### config.mk
export PLATFORM = sky130hd
export DESIGN_NAME = writeback_stage
export DESIGN_NICKNAME = d
export VERILOG_FILES = /design/src/rtl/writeback_stage.sv
export SDC_FILE = /design/constraint.sdc
export NUM_CORES = 1
export LEC_CHECK = 0
export ABC_CLOCK_PERIOD_IN_PS = 3040
export CELL_PAD_IN_SITES_DETAIL_PLACEMENT = 0
export CELL_PAD_IN_SITES_GLOBAL_PLACEMENT = 1
export CORE_ASPECT_RATIO = 1.25
export CORE_MARGIN = 3
export CORE_UTILIZATION = 32
export CTS_BUF_LIST = sky130_fd_sc_hd__clkbuf_4 sky130_fd_sc_hd__clkbuf_8
export CTS_CLUSTER_SIZE = 12
export DETAILED_ROUTE_END_ITERATION = 7
export PLACE_DENSITY_LB_ADDON = 0.2
export SLEW_MARGIN = 20
export SYNTH_ARGS = -nofsm -noshare
export SYNTH_HDL_FRONTEND = slang
export SYNTH_SLANG_ARGS = --single-unit
### constraint.sdc
create_clock -name clk_i -period 3.04 [get_ports clk_i]
set_clock_uncertainty 0.05 [all_clocks]
set_input_delay 0.76 -clock clk_i [delete_from_list [all_inputs] [get_ports clk_i]]
set_output_delay 0.76 -clock clk_i [all_outputs]
set_load 0.01 [all_outputs]
### src/rtl/writeback_stage.sv
// Writeback stage: selects the result source, formats load data and drives the register file write port.
// Optional misaligned-load trap: define WB_MISALIGN_TRAP_EN.
module writeback_stage #(
  parameter int unsigned DATA_WIDTH     = 32,
  parameter int unsigned SELECT_SIZE    = 5,
  parameter int unsigned TIMEOUT_CYCLES = 16
) (
  input  logic                   clk_i,
  input  logic                   rst_ni,
  input  logic                   wb_valid_i,
  output logic                   wb_ready_o,
  input  logic [1:0]             wb_sel_i,
  input  logic [2:0]             funct3_i,
  input  logic [SELECT_SIZE-1:0] rd_i,
  input  logic [DATA_WIDTH-1:0]  alu_result_i,
  input  logic [DATA_WIDTH-1:0]  pc_plus4_i,
  input  logic [DATA_WIDTH-1:0]  imm_i,
  input  logic [DATA_WIDTH-1:0]  mem_rdata_i,
  input  logic                   mem_rvalid_i,
  output logic                   reg_we_no,
  output logic [SELECT_SIZE-1:0] reg_dst_o,
  output logic [DATA_WIDTH-1:0]  data_o,
  output logic                   wb_done_o,
`ifdef WB_MISALIGN_TRAP_EN
  output logic                   misalign_o,
`endif
  output logic                   timeout_o
);

  localparam int unsigned CntW = (TIMEOUT_CYCLES > 1) ? $clog2(TIMEOUT_CYCLES) : 1;

  localparam logic [1:0] SelAlu  = 2'b00;
  localparam logic [1:0] SelLoad = 2'b01;
  localparam logic [1:0] SelPc4  = 2'b10;

  localparam logic [2:0] F3Lb  = 3'b000;
  localparam logic [2:0] F3Lh  = 3'b001;
  localparam logic [2:0] F3Lw  = 3'b010;
  localparam logic [2:0] F3Lbu = 3'b100;
  localparam logic [2:0] F3Lhu = 3'b101;

  typedef enum logic [1:0] {StIdle, StWaitMem, StWrite} state_e;

  state_e                 state_q, state_d;
  logic [CntW-1:0]        cnt_q, cnt_d;
  logic [2:0]             funct3_q, funct3_d;
  logic [1:0]             off_q, off_d;
  logic [SELECT_SIZE-1:0] rd_q, rd_d;
  logic [SELECT_SIZE-1:0] dst_q, dst_d;
  logic [DATA_WIDTH-1:0]  data_q, data_d;

  logic [7:0]            ld_byte;
  logic [15:0]           ld_half;
  logic [DATA_WIDTH-1:0] ld_fmt;
  logic [DATA_WIDTH-1:0] operand;
  logic                  timeout;
`ifdef WB_MISALIGN_TRAP_EN
  logic                  misaligned;
  logic                  misalign;
`endif

  always_comb begin
    unique case (off_q)
      2'd0:    ld_byte = mem_rdata_i[7:0];
      2'd1:    ld_byte = mem_rdata_i[15:8];
      2'd2:    ld_byte = mem_rdata_i[23:16];
      default: ld_byte = mem_rdata_i[31:24];
    endcase
    ld_half = off_q[1] ? mem_rdata_i[31:16] : mem_rdata_i[15:0];
    unique case (funct3_q)
      F3Lb:    ld_fmt = {{(DATA_WIDTH-8){ld_byte[7]}}, ld_byte};
      F3Lbu:   ld_fmt = {{(DATA_WIDTH-8){1'b0}}, ld_byte};
      F3Lh:    ld_fmt = {{(DATA_WIDTH-16){ld_half[15]}}, ld_half};
      F3Lhu:   ld_fmt = {{(DATA_WIDTH-16){1'b0}}, ld_half};
      F3Lw:    ld_fmt = mem_rdata_i;
      default: ld_fmt = mem_rdata_i;
    endcase
  end

  always_comb begin
    unique case (wb_sel_i)
      SelAlu:  operand = alu_result_i;
      SelPc4:  operand = pc_plus4_i;
      default: operand = imm_i;
    endcase
  end

`ifdef WB_MISALIGN_TRAP_EN
  assign misaligned = (((funct3_q == F3Lh) || (funct3_q == F3Lhu)) && off_q[0]) ||
                      ((funct3_q == F3Lw) && (off_q != 2'd0));
`endif

  always_comb begin
    state_d  = state_q;
    cnt_d    = cnt_q;
    funct3_d = funct3_q;
    off_d    = off_q;
    rd_d     = rd_q;
    dst_d    = dst_q;
    data_d   = data_q;
    timeout  = 1'b0;
`ifdef WB_MISALIGN_TRAP_EN
    misalign = 1'b0;
`endif
    unique case (state_q)
      StIdle: begin
        if (wb_valid_i) begin
          funct3_d = funct3_i;
          off_d    = alu_result_i[1:0];
          rd_d     = rd_i;
          if (wb_sel_i == SelLoad) begin
            cnt_d   = '0;
            state_d = StWaitMem;
          end else begin
            // Output registers only change on entry to WRITE so they hold between writes.
            data_d  = operand;
            dst_d   = rd_i;
            state_d = StWrite;
          end
        end
      end
      StWaitMem: begin
        cnt_d = cnt_q + 1'b1;
        if (mem_rvalid_i) begin
`ifdef WB_MISALIGN_TRAP_EN
          if (misaligned) begin
            misalign = 1'b1;
            state_d  = StIdle;
          end else begin
            data_d  = ld_fmt;
            dst_d   = rd_q;
            state_d = StWrite;
          end
`else
          data_d  = ld_fmt;
          dst_d   = rd_q;
          state_d = StWrite;
`endif
        end else if (cnt_q == CntW'(TIMEOUT_CYCLES - 1)) begin
          timeout = 1'b1;
          state_d = StIdle;
        end
      end
      StWrite: state_d = StIdle;
      default: state_d = StIdle;
    endcase
  end

  always_ff @(posedge clk_i or negedge rst_ni) begin
    if (!rst_ni) begin
      state_q  <= StIdle;
      cnt_q    <= '0;
      funct3_q <= '0;
      off_q    <= '0;
      rd_q     <= '0;
      dst_q    <= '0;
      data_q   <= '0;
    end else begin
      state_q  <= state_d;
      cnt_q    <= cnt_d;
      funct3_q <= funct3_d;
      off_q    <= off_d;
      rd_q     <= rd_d;
      dst_q    <= dst_d;
      data_q   <= data_d;
    end
  end

  assign wb_ready_o = (state_q == StIdle);
  assign wb_done_o  = (state_q == StWrite);
  // x0 writes still complete but never strobe the register file.
  assign reg_we_no  = !((state_q == StWrite) && (dst_q != '0));
  assign reg_dst_o  = dst_q;
  assign data_o     = data_q;
  assign timeout_o  = timeout;
`ifdef WB_MISALIGN_TRAP_EN
  assign misalign_o = misalign;
`endif

endmodule

==> results.md <==
* Post-synth EDFFs at 0
* Global-route wire length before repair at 20,800 µm
* DR DRC count at 0
* IO buf count at 182
* Most frequent cells in the layout: clkdlybuf4s50_1 (179), dfrtp_1 (53), o21ai_0 (42)
* Reg2Reg Setup Slack at 0.75 ns
* Final net count at 712
* Worst slew pin tran at 0.897 ns
* Relative slew slack at 40.2%
* Most common cell after layout, fill and taps aside: clkdlybuf4s50_1
* CTS Root Cell: clkbuf_8
* Total core area at 0.0111 mm²
* RSZ-0062 raised after global routing: false
* Post-CTS Hold Buffers at 0
* CTS clk-pin slew, worst paths at 0.10 ns
* Post_cts resized at 0
* Clock insertion delay at the later pin of the skew report at 0.31 ns
* Routed WL at 13,400 µm
* DP Cell Count at 697
* Routed WL per cell at 19.1 µm
* Layout fillers at 1,050
* Worst hold-check path type: reg2reg
* Average size of a mapped cell at 9.24 µm²
* Post-DP HPWL at 10,400 µm
* Total global routing overflow at 0
* Dpl cell area at 0.00563 mm²
* Antenna-violating nets left at 0
* Count of final max-slew check failures at 0
* Diodes inserted at 0
* Mapped Cells at 398
* P per Cell Area at 512 mW/mm²
* Max Buffers Root-to-Sink at 2
* Finished Cell Area at 0.00573 mm²
* Layout Area Growth over Synthesis at 55.9%
* Synth Register Bits at 53
* Starting DRT DRC Count at 185
* Fin crit share at 91.5%
* Synth warn at 0
* FP Rows at 43
* Min Tclk post-route at 2.78 ns
* Antenna violations before repair at 0
* Mapped Area at 0.00368 mm²
* Final setup fails at 0
* Post-CTS Setup Bufs at 0
* Routed vias/inst at 5.46
* CP startpoint kind: register
* CP Class: reg2out
* Max_cap viols at 0
* CTS tree: done
* CTS Buf Count at 5
* Asr flop ratio synth at 100%
* Final TNS setup at 0 ns
* Leakage at 2.24 nW
* Total number of clock tree sinks at 53
* Die Y at 126 µm
* Final Wtd Congestion at 0.940
* Post-Synthesis Net Count at 541
* DR vias at 3,841
* Largest net degree at the start of global routing at 50
* Die area at 0.0128 mm²
* IO Count at 183
* Layout cells sized above 1 at 13.0%
* Starting density of the core at 33.0%
* GRT Overall Usage at 20.4%
* Final Power at 0.00293 W
* Vias in the first global route at 3,976
* Synth cell types at 46
* Fmax at 359 MHz
* Register area share after synthesis at 36.1%
* Crit-path max FO at 3
* Outcome: completed
* CP Capture Type: primary output
* Die width at 102 µm
* Max IR drop VDD at 0.000282 V
* Fin util at 51.5%
* DR pass1 iterations at 4
* Post-synth top flop: dfrtp_1
* Non-filler instance count after layout at 704
* Worst EP required at 2.23 ns
* Arr. time, crit path at 1.97 ns
* Number of H-tree levels at 2
* Final Hold Fails at 0
## kinds of logic after synthesis
| group | count (synthesis) | share of synthesized area [%] |
|---|---|---|
| flip-flops | 53 | 36.1 |
| XOR/XNOR | 1 | 0.238 |
| adder cells (fa/ha/maj) | 1 | 0.340 |
| AND/OR/NAND/NOR | 96 | 13.4 |
| multiplexers | 56 | 17.0 |
| AO/OA/AOI/OAI | 144 | 27.4 |
| buffers and inverters | 47 | 5.55 |
## layout make-up
type / instances / area, µm² / area share, %
Clock inverter: 2 / 35.0 / 0.611
Sequential cell: 53 / 1330 / 23.1
Tap cell: 135 / 169 / 2.95
Clock buffer: 5 / 68.8 / 1.20
Multi-Input combinational cell: 298 / 2150 / 37.4
Inverter: 13 / 48.8 / 0.851
Timing Repair Buffer: 198 / 1940 / 33.8
## Yosys cell counts, types with 6 or more instances
master	count	area (µm²)
nor2_1	8	30.0
nand2_1	40	150
a211o_1	13	114
buf_2	13	65.1
mux2i_1	14	140
a221oi_1	23	201
mux2_2	41	462
o21ai_0	42	210
inv_1	12	45.0
dfrtp_1	53	1330
nand3b_1	17	128
clkbuf_1	18	67.6
nor3_1	9	45.0
o211ai_1	10	75.1
o22a_1	6	52.6
nand2b_1	12	75.1
a21oi_1	24	120
## power breakdown
part           switching (W)  total [W]  internal [W]
logic               0.000581    0.00135      0.000768
registers           0.000190    0.00111      0.000918
clock network       0.000237   0.000477      0.000240
## worst paths after layout
kind,from,to,cells past startpoint
max in group asynchronous,rst_ni,data_o[24],2
max reg2reg,state_q[1],data_o[23],5
max,reg_dst_o[0],reg_we_no,3
min reg2reg,cnt_q[0],cnt_q[0],1
min,cnt_q[0],cnt_q[0],1
min in group asynchronous,rst_ni,cnt_q[1],1
## stage by stage
step | hold WS, ns | worst slack (ns)
after floorplan | 0.414 | 0.943
after global placement | 0.433 | 0.303
after detailed placement | 0.436 | 0.249
after CTS | 0.462 | 0.231
after global routing | 0.490 | 0.138
final | 0.459 | 0.257
## critical path: stages, from the launching register on
cell and delay, ns:
dfrtp_1 0.41, or4_1 0.53, o21ai_0 0.17, clkdlybuf4s50_1 0.56
## metal layers
layer | up-vias | track usage, % | wire length (µm)
li1 | 1847 | - | -
met1 | 1843 | 25.5 | 5430
met2 | 132 | 35.5 | 6750
met3 | 19 | 4.27 | 994
met4 | 0 | 5.17 | 251
met5 | - | 0 | 0
## sequential cells by signal, indices dropped and copies added (netlist names)
signal	cells
cnt_q	4
data_o	32
funct3_q	3
off_q	2
rd_q	5
reg_dst_o	5
state_q	2
Note: power is estimated with default switching activity, not from simulation.
